===== src/rtl/dtw_pe_pipe.sv =====
// DTW processing element: selects T/R operand vectors, computes the local
// distance (L1 or L-inf) and the minimum predecessor cost, then adds them
// with saturation. Two-stage pipeline with valid/ready flow control.
module dtw_pe_pipe #(
   parameter int unsigned NDIM = 3,
   parameter int unsigned FW   = 10,
   parameter int unsigned DW   = 16,
   parameter int unsigned IW   = 5
) (
   input  logic                 clk,
   input  logic                 nrst,
   input  logic                 ena,
   input  logic                 in_valid,
   output logic                 in_ready,
   input  logic [DW-1:0]        D0,
   input  logic [DW-1:0]        D1,
   input  logic [DW-1:0]        D2,
   input  logic [NDIM*FW-1:0]   T_prev,
   input  logic [NDIM*FW-1:0]   T_global,
   input  logic [NDIM*FW-1:0]   R_prev,
   input  logic [NDIM*FW-1:0]   R_global,
   input  logic [IW-1:0]        i_tindex_prev,
   input  logic [IW-1:0]        i_tindex_global,
   input  logic [IW-1:0]        i_rindex_prev,
   input  logic [IW-1:0]        i_rindex_global,
   input  logic [1:0]           i_tsrc,
   input  logic [1:0]           i_rsrc,
   input  logic                 mode,
   output logic [NDIM*FW-1:0]   T,
   output logic [NDIM*FW-1:0]   R,
   output logic [IW-1:0]        o_tindex,
   output logic [IW-1:0]        o_rindex,
   output logic                 out_valid,
   input  logic                 out_ready,
   output logic [DW-1:0]        D,
   output logic [1:0]           o_path,
   output logic                 o_sat
);

   localparam int unsigned VW = NDIM * FW;
   localparam int unsigned LW = FW + 1 + $clog2(NDIM);

   logic [VW-1:0] t_sel;
   logic [VW-1:0] r_sel;
   logic [IW-1:0] ti_sel;
   logic [IW-1:0] ri_sel;
   logic [FW:0]   t_ext;
   logic [FW:0]   r_ext;
   logic [FW:0]   diff;
   logic [FW:0]   mag;
   logic [LW-1:0] l1_sum;
   logic [LW-1:0] linf_max;
   logic [LW-1:0] local_dist;
   logic [DW-1:0] min_cost;
   logic [1:0]    min_path;
   logic          s1_valid;
   logic [LW-1:0] s1_local;
   logic [DW-1:0] s1_min;
   logic [1:0]    s1_path;
   logic          adv2;
   logic          accept;
   logic [DW:0]   total;

   // Flow control: stage 2 drains when empty or consumed; stage 1 frees when it can pass on
   assign adv2     = ~out_valid | out_ready;
   assign in_ready = ena & (~s1_valid | adv2);
   assign accept   = in_valid & in_ready;
   assign total    = {1'b0, s1_min} + (DW+1)'(s1_local);

   // Operand source select; codes 0 and 3 keep the current register contents
   always_comb begin
      t_sel  = T;
      ti_sel = o_tindex;
      r_sel  = R;
      ri_sel = o_rindex;
      case (i_tsrc)
         2'd1:    begin t_sel = T_prev;   ti_sel = i_tindex_prev;   end
         2'd2:    begin t_sel = T_global; ti_sel = i_tindex_global; end
         default: ;
      endcase
      case (i_rsrc)
         2'd1:    begin r_sel = R_prev;   ri_sel = i_rindex_prev;   end
         2'd2:    begin r_sel = R_global; ri_sel = i_rindex_global; end
         default: ;
      endcase
   end

   // Per-channel |R_k - T_k| in FW+1 bits, reduced by sum or max
   always_comb begin
      l1_sum   = '0;
      linf_max = '0;
      t_ext    = '0;
      r_ext    = '0;
      diff     = '0;
      mag      = '0;
      for (int k = 0; k < NDIM; k++) begin
         t_ext = {t_sel[k*FW+FW-1], t_sel[k*FW +: FW]};
         r_ext = {r_sel[k*FW+FW-1], r_sel[k*FW +: FW]};
         diff  = r_ext - t_ext;
         mag   = diff[FW] ? (~diff + (FW+1)'(1)) : diff;
         l1_sum = l1_sum + LW'(mag);
         if (LW'(mag) > linf_max) linf_max = LW'(mag);
      end
      local_dist = mode ? linf_max : l1_sum;
   end

   // Predecessor minimum with priority D0 > D1 > D2 on ties
   always_comb begin
      min_cost = D2;
      min_path = 2'b01;
      if ((D0 <= D1) && (D0 <= D2)) begin
         min_cost = D0;
         min_path = 2'b11;
      end else if (D1 <= D2) begin
         min_cost = D1;
         min_path = 2'b10;
      end
   end

   // Operand registers, forwarded to the neighbouring element
   always_ff @(posedge clk or negedge nrst) begin
      if (!nrst) begin
         T        <= '0;
         R        <= '0;
         o_tindex <= '1;
         o_rindex <= '1;
      end else if (!ena) begin
         T        <= '0;
         R        <= '0;
         o_tindex <= '1;
         o_rindex <= '1;
      end else if (accept) begin
         T        <= t_sel;
         R        <= r_sel;
         o_tindex <= ti_sel;
         o_rindex <= ri_sel;
      end
   end

   // Stage 1: local distance, minimum cost and path
   always_ff @(posedge clk or negedge nrst) begin
      if (!nrst) begin
         s1_valid <= 1'b0;
         s1_local <= '0;
         s1_min   <= '0;
         s1_path  <= 2'b00;
      end else if (!ena) begin
         s1_valid <= 1'b0;
         s1_local <= '0;
         s1_min   <= '0;
         s1_path  <= 2'b00;
      end else if (accept) begin
         s1_valid <= 1'b1;
         s1_local <= local_dist;
         s1_min   <= min_cost;
         s1_path  <= min_path;
      end else if (adv2) begin
         s1_valid <= 1'b0;
      end
   end

   // Stage 2: saturating accumulate, held while the consumer stalls
   always_ff @(posedge clk or negedge nrst) begin
      if (!nrst) begin
         out_valid <= 1'b0;
         D         <= '0;
         o_path    <= 2'b00;
         o_sat     <= 1'b0;
      end else if (!ena) begin
         out_valid <= 1'b0;
         D         <= '0;
         o_path    <= 2'b00;
         o_sat     <= 1'b0;
      end else if (adv2) begin
         out_valid <= s1_valid;
         if (s1_valid) begin
            D      <= total[DW] ? '1 : total[DW-1:0];
            o_path <= s1_path;
            o_sat  <= total[DW];
         end
      end
   end

endmodule


===== config.mk =====
export PLATFORM = sky130hd
export DESIGN_NAME = dtw_pe_pipe
export DESIGN_NICKNAME = d
export VERILOG_FILES = /design/src/rtl/dtw_pe_pipe.sv
export SDC_FILE = /design/constraint.sdc
export NUM_CORES = 1
export LEC_CHECK = 0
export CAP_MARGIN = 20
export CORE_MARGIN = 2
export CORE_UTILIZATION = 40
export DETAILED_ROUTE_END_ITERATION = 8
export PLACE_DENSITY_LB_ADDON = 0.1
export SETUP_SLACK_MARGIN = 0.1
export SLEW_MARGIN = 40
export SYNTH_ARGS = -nofsm -noshare
export SYNTH_HDL_FRONTEND = slang
export SYNTH_SLANG_ARGS = --single-unit

===== constraint.sdc =====
create_clock -name clk -period 8.6 [get_ports clk]
set_clock_uncertainty 0.1 [all_clocks]
set_input_delay 2.15 -clock clk [delete_from_list [all_inputs] [get_ports clk]]
set_output_delay 2.15 -clock clk [all_outputs]
set_load 0.01 [all_outputs]

## After elaboration in Yosys (flattened, before gate mapping)

Cells that the tools add are included.

- Mux-type cells: 44
- Add/subtract/negate cells: 9
- Equality and inequality tests: 10
- Reductions and logical operators: 4
- Bitwise operators: 9
- Magnitude comparators: 6

Operators with widths:

| cell | number |
|---|---|
| two-way mux 16 bit | 8 |
| two-way mux 30 bit | 4 |
| case mux 30 bit (2 select lines) | 2 |
| two-way mux 13 bit | 5 |
| less-or-equal comparator 16 bit | 3 |
| two-way mux 11 bit | 4 |
| adder 11 x 1 -> 11 bit (second input constant) | 3 |
| inverter 11 bit | 3 |
| subtractor 10 x 10 -> 11 bit | 3 |
| greater-than comparator 11 x 13 -> 1 bit | 2 |
| two-way mux 5 bit | 4 |
| case mux 5 bit (2 select lines) | 2 |
| adder 16 x 13 -> 17 bit | 1 |
| two-way mux 2 bit | 7 |
| adder 12 x 11 -> 13 bit | 1 |
| adder 11 x 11 -> 12 bit | 1 |
| greater-than comparator 11 x 1 -> 1 bit (second input constant) | 1 |
| inequality test 3 x 1 -> 1 bit (second input constant) | 3 |
| two-way mux 1 bit | 8 |
| inequality test 2 x 1 -> 1 bit (second input constant) | 3 |
| AND reduction 2 bit | 3 |
| == test 2 x 1 -> 1 bit (second input constant) | 2 |
| == test 2 bit (second input constant) | 2 |
| AND 1 bit | 2 |
| 3 further kinds | 5 |

- Word-level logic and storage cells: 94
- Flip-flop bits (word level): 122
- Input port bits: 198
- Output and inout port bits: 91

## Logic depth before layout (Yosys ltp)

- Depth in word-level cells: 15
- Mapped depth: 40
- Gate-level depth less buffers: 36

## Worst setup path after synthesis

Ideal clock, no wire load.

- Path kind: input to register
- Start point: input i_tsrc[0]
- End point: register s1_local[8]
- Buffers on the path: 5
- Setup slack: -499 ps
- Library setup time: 129 ps
- Arrival time: 8,871 ps
- Data required time: 8,371 ps
- Stages: 34
- Path through: inv_1 ha_1 clkbuf_1 clkbuf_1 o21ai_0 ha_1 fa_1 inv_1 a311oi_1 nor4_1 mux2i_1 nand4b_1 or3_4 or3_1 ha_1 nand4_1 inv_1 nand4_1 o21ai_0 nand2_1 clkbuf_1 nand2_1 o21ai_0 ha_1 nor2b_1 o21ai_0 nand2b_1 nor3b_1 nor2_1 and2_1 clkbuf_1 clkbuf_1 a221oi_1 a21oi_1

- Longest elaborated chain between the ends: 15
- Elaborated cells between the ends (all ways): 26
- Classes of those cells: add/sub (8); order compare (3); eq/ne (2); mux (10); bitwise (3)

RTL lines:

| element | RTL line | RTL |
|---|---|---|
| start: declaration | 26 | `input logic [1:0] i_tsrc,` |
| == test 2 bit / == test 2 x 1 -> 1 bit (equally long branches) | 76 | `case (i_tsrc)` |
| case mux 30 bit (2 select lines) * | 76 |  |
| subtractor 10 x 10 -> 11 bit | 99 | `diff = r_ext - t_ext;` |
| inverter 11 bit | 100 | `mag = diff[FW] ? (~diff + (FW+1)'(1)) : diff;` |
| adder 11 x 1 -> 11 bit | 100 |  |
| two-way mux 11 bit | 100 |  |
| greater-than comparator 11 x 1 -> 1 bit | 102 | `if (LW'(mag) > linf_max) linf_max = LW'(mag);` |
| two-way mux 11 bit | 102 |  |
| greater-than comparator 11 x 13 -> 1 bit | 102 |  |
| two-way mux 13 bit | 102 |  |
| greater-than comparator 11 x 13 -> 1 bit | 102 |  |
| two-way mux 13 bit | 102 |  |
| two-way mux 13 bit * | 104 | `local_dist = mode ? linf_max : l1_sum;` |
| two-way mux 13 bit * | 152 | `end else if (accept) begin` |
| two-way mux 13 bit * | 147 | `end else if (!ena) begin` |
| end signal: assignment | 154 | `s1_local <= local_dist;` |
| end: declaration | 57 | `logic [LW-1:0] s1_local;` |

Every way passes the cells marked *; elsewhere a longest branch is shown, timed or not. The select of a mux whose other input is x is not followed.
A chain may end at the register's enable or synchronous reset.

## Worst setup path in the final report

- Start point: input i_tsrc[1]
- End point: register s1_local[6]

Same word-level chain as after synthesis.

==> run_summary.xml <==
<?xml version="1.0" encoding="UTF-8"?>
<metrics>
  <group name="power_and_ir_drop">
    <metric name="clock_power_share" unit="">0.125</metric>
    <metric name="power.density_cell_area" unit="nW/um^2">331</metric>
    <metric name="pwr-share-comb" unit="">0.753</metric>
    <metric name="power.switching" unit="uW">2480</metric>
    <metric name="pwr-share-seq" unit="">0.122</metric>
    <metric name="power.switching_fraction" unit="">0.436</metric>
    <metric name="power.leakage" unit="uW">0.00771</metric>
    <metric name="worst_supply_voltage_drop_on_vdd" unit="uV">294</metric>
    <metric name="power.internal" unit="uW">3210</metric>
  </group>
  <group name="sta">
    <metric name="min_period_over_period" unit="">0.955</metric>
    <metric name="relSlewSlack" unit="">0.501</metric>
    <metric name="worstMarginPinSlew" unit="ns">0.748</metric>
    <metric name="hold-worst-slack" unit="ns">0.394</metric>
    <metric name="finalSetupViolCount" unit="">0</metric>
    <metric name="rsz_0062_raised_after_global_routing" unit="">no</metric>
    <metric name="timing.final.max_slew_violations" unit="">0</metric>
    <metric name="timing.final.hold_violations" unit="">0</metric>
    <metric name="final_period_minus_worst_setup_slack" unit="ns">8.21</metric>
    <metric name="fmax" unit="MHz">122</metric>
  </group>
  <group name="global_routing">
    <metric name="first_global_vias" unit="">12100</metric>
    <metric name="grtUsageTotal" unit="">0.263</metric>
    <metric name="busiest_layer" unit="">met2</metric>
    <metric name="grt_util_met3" unit="">0.0470</metric>
    <metric name="grt_util_met2" unit="">0.477</metric>
    <metric name="global_route.usage.met1" unit="">0.326</metric>
    <metric name="grt_overflow" unit="">0</metric>
    <metric name="grt_pass1_wl" unit="um">64400</metric>
    <metric name="grt_start_max_net_pins" unit="">66</metric>
    <metric name="initial_antenna_violation_count" unit="">0</metric>
  </group>
  <group name="clock_network">
    <metric name="clock_latency" unit="ns">0.43</metric>
    <metric name="clkSinkCount" unit="">122</metric>
    <metric name="cts-root-to-sink-buffers" unit="">2</metric>
    <metric name="cts_tree" unit="">built</metric>
    <metric name="cts-htree-levels" unit="">4</metric>
    <metric name="clk_pin_slew_worst_paths" unit="ns">0.07</metric>
    <metric name="cts-root-buf" unit="">clkbuf_16</metric>
    <metric name="tritoncts.num_buffers" unit="">17</metric>
  </group>
  <group name="drt">
    <metric name="route.detailed.drc" unit="">0</metric>
    <metric name="wirelength" unit="um">40100</metric>
    <metric name="via_count" unit="">12200</metric>
    <metric name="routed_via_count_divided_by_cell_count" unit="">5.45</metric>
    <metric name="first_pass_iters" unit="">5</metric>
    <metric name="postRouteAntennaNets" unit="">0</metric>
    <metric name="routed_wirelength_normalized_by_instance_count" unit="um">17.9</metric>
    <metric name="drt_iter0_drc" unit="">886</metric>
  </group>
  <group name="worst_setup_path">
    <metric name="worst_setup_path_category" unit="">input port to flip-flop</metric>
    <metric name="critical_path.startpoint_type" unit="">input port</metric>
    <metric name="highest_net_fanout_along_the_worst_path" unit="">7</metric>
    <metric name="crit_path_frequent_cell" unit="">buf_4</metric>
    <metric name="endpoint_kind" unit="">flip-flop</metric>
    <metric name="cp.arrival" unit="ns">8.46</metric>
    <metric name="cpMaxStageDelayCell" unit="">or3_4</metric>
    <metric name="critical_path.max_stage_delay" unit="ns">0.42</metric>
    <metric name="worstPathRequired" unit="ns">8.85</metric>
  </group>
  <group name="synth">
    <metric name="post_synth_top_area_cell" unit="">dfrtp_1</metric>
    <metric name="avgSynthCellArea" unit="um^2">8.27</metric>
    <metric name="synth.top_cells.by_area" unit="">dfrtp_1 24%, ha_1 14%, o21ai_0 5.4%</metric>
    <metric name="synth.cells.most_frequent" unit="">128 x ha_1, 128 x nand2_1, 124 x o21ai_0</metric>
    <metric name="syn_area" unit="um^2">11600</metric>
    <metric name="synth_warnings" unit="">0</metric>
    <metric name="synth_ff_type" unit="">dfrtp_1</metric>
    <metric name="synth-edff-count" unit="">0</metric>
    <metric name="register_area_share_after_synthesis" unit="">0.265</metric>
    <metric name="share_of_synthesized_registers_carrying_an_async_set_or_reset" unit="">1.00</metric>
    <metric name="synth_cells" unit="">1398</metric>
    <metric name="synth_nets" unit="">1740</metric>
    <metric name="synth_seq_cells" unit="">122</metric>
    <metric name="post_synth_num_cell_types" unit="">73</metric>
    <metric name="yosysTopAreaCellShare" unit="">0.242</metric>
  </group>
  <group name="finish">
    <metric name="filler_cell_count" unit="">2588</metric>
    <metric name="register_area" unit="um^2">3070</metric>
    <metric name="finalNonFillerCells" unit="">2236</metric>
    <metric name="final_layout_size_suffix_gt1_frac" unit="">0.182</metric>
    <metric name="final_nets" unit="">2181</metric>
    <metric name="diodes" unit="">0</metric>
    <metric name="flow.area_growth_from_synthesis" unit="%">48.6</metric>
    <metric name="total_area_of_multi_input_combinational_cells" unit="um^2">8210</metric>
  </group>
  <group name="min_path">
    <metric name="min_path_type" unit="">flip-flop to flip-flop</metric>
  </group>
  <group name="placement">
    <metric name="port-buffer-count" unit="">288</metric>
    <metric name="dp.final_hpwl" unit="um">31600</metric>
    <metric name="post-place-cells" unit="">2190</metric>
    <metric name="place_congestion" unit="">0.880</metric>
  </group>
  <group name="status">
    <metric name="run_status" unit="">completed</metric>
  </group>
  <group name="floorplan">
    <metric name="floorplan.die_area" unit="um^2">30300</metric>
    <metric name="chipHeight" unit="um">174</metric>
    <metric name="core_area" unit="um^2">28500</metric>
    <metric name="effective_utilization_at_floorplan" unit="">0.405</metric>
    <metric name="rows" unit="">62</metric>
    <metric name="floorplan.die.width" unit="um">174</metric>
    <metric name="top_level_ports" unit="">289</metric>
  </group>
  <group name="job">
    <metric name="cap_viol_max_count" unit="">0</metric>
  </group>
</metrics>
[sequential cells by signal, summed over array words and instances (netlist names), 2 cells and up]
register / count
s1_min: 16
T: 30
D: 16
o_rindex: 5
s1_path: 2
R: 30
s1_local: 13
o_path: 2
o_tindex: 5
[critical path, delay by kind of cell]
kind	cells	cell delay (ns)
fa+ha+maj	5	1.33
compound gates	11	1.82
simple gates	13	2.10
buf+inv	7	1.01
[cell type report]
type                       count  area share
multi-input combinational   1101       0.478
inverter                     103      0.0225
clock buffer                  18      0.0256
tap                          384      0.0280
timing repair buffer         494       0.260
sequential                   122       0.178
clock inverter                14     0.00786
[per-stage QoR]
step                 util  power, uW  cell area, um^2  worst slack (ns)  TNS [ns]
floorplan               -       3150            11600             0.111         0
global placement    0.566       4600            16200            -0.379     -3.36
detailed placement  0.567       4680            16200            -0.628     -6.03
CTS                 0.590       5520            16800             0.104         0
global route        0.602       6150            17200            0.0588         0
finish              0.602       5690            17200             0.389         0
[path summary, 6_finish.rpt]
kind	start	to	slack [ns]	depth (start not counted)
max	i_tsrc[1]	s1_local[6]	0.39	36
min	o_sat	o_sat	0.39	1
max reg2reg	T[0]	s1_local[6]	2.38	33
min reg2reg	o_sat	o_sat	0.39	1
max in group asynchronous	nrst	o_tindex[3]	5.65	3
min in group asynchronous	nrst	R[26]	1.58	1
[cell usage in the layout (no fill, tap or decap), types with 57 or more instances in the layout]
cell type and count:
clkdlybuf4s50_1 282, buf_4 202, nand2_1 124, ha_1 120
o21ai_0 116, dfrtp_1 112, inv_1 101, nor2_1 90
a21oi_1 70, a22oi_1 57
[kinds of logic after synthesis]
logic type | Yosys count | share of synthesized area
compound gates | 464 | 0.269
xor+xnor | 61 | 0.0475
fa+ha+maj | 144 | 0.166
buf+inv | 175 | 0.0579
flops | 122 | 0.265
mux | 42 | 0.0370
simple gates | 390 | 0.157
[power by group through the flow]
stage | clock [uW] | combinational, uW | sequential, uW
global placement | 0 | 3900 | 699
global route | 752 | 4700 | 697
detailed placement | 0 | 3980 | 699
finish | 713 | 4280 | 692
CTS | 724 | 4100 | 690
floorplan | 0 | 2460 | 693
[metal layers]
metal,vias to the layer above,part of all wire
li1,5984,-
met1,5844,0.42
met2,335,0.51
met3,33,0.050
met4,0,0.014
met5,-,0
[what timing repair did]
action | CTS | global route
pin swaps | 10 | 29
hold buffers | 0 | 0
setup buffers | 4 | 10
hold endpoints to repair | 0 | 0
gates resized for setup | 17 | 59
setup endpoints to repair | 11 | 13
No activity file was read; power rests on OpenSTA's default activity.
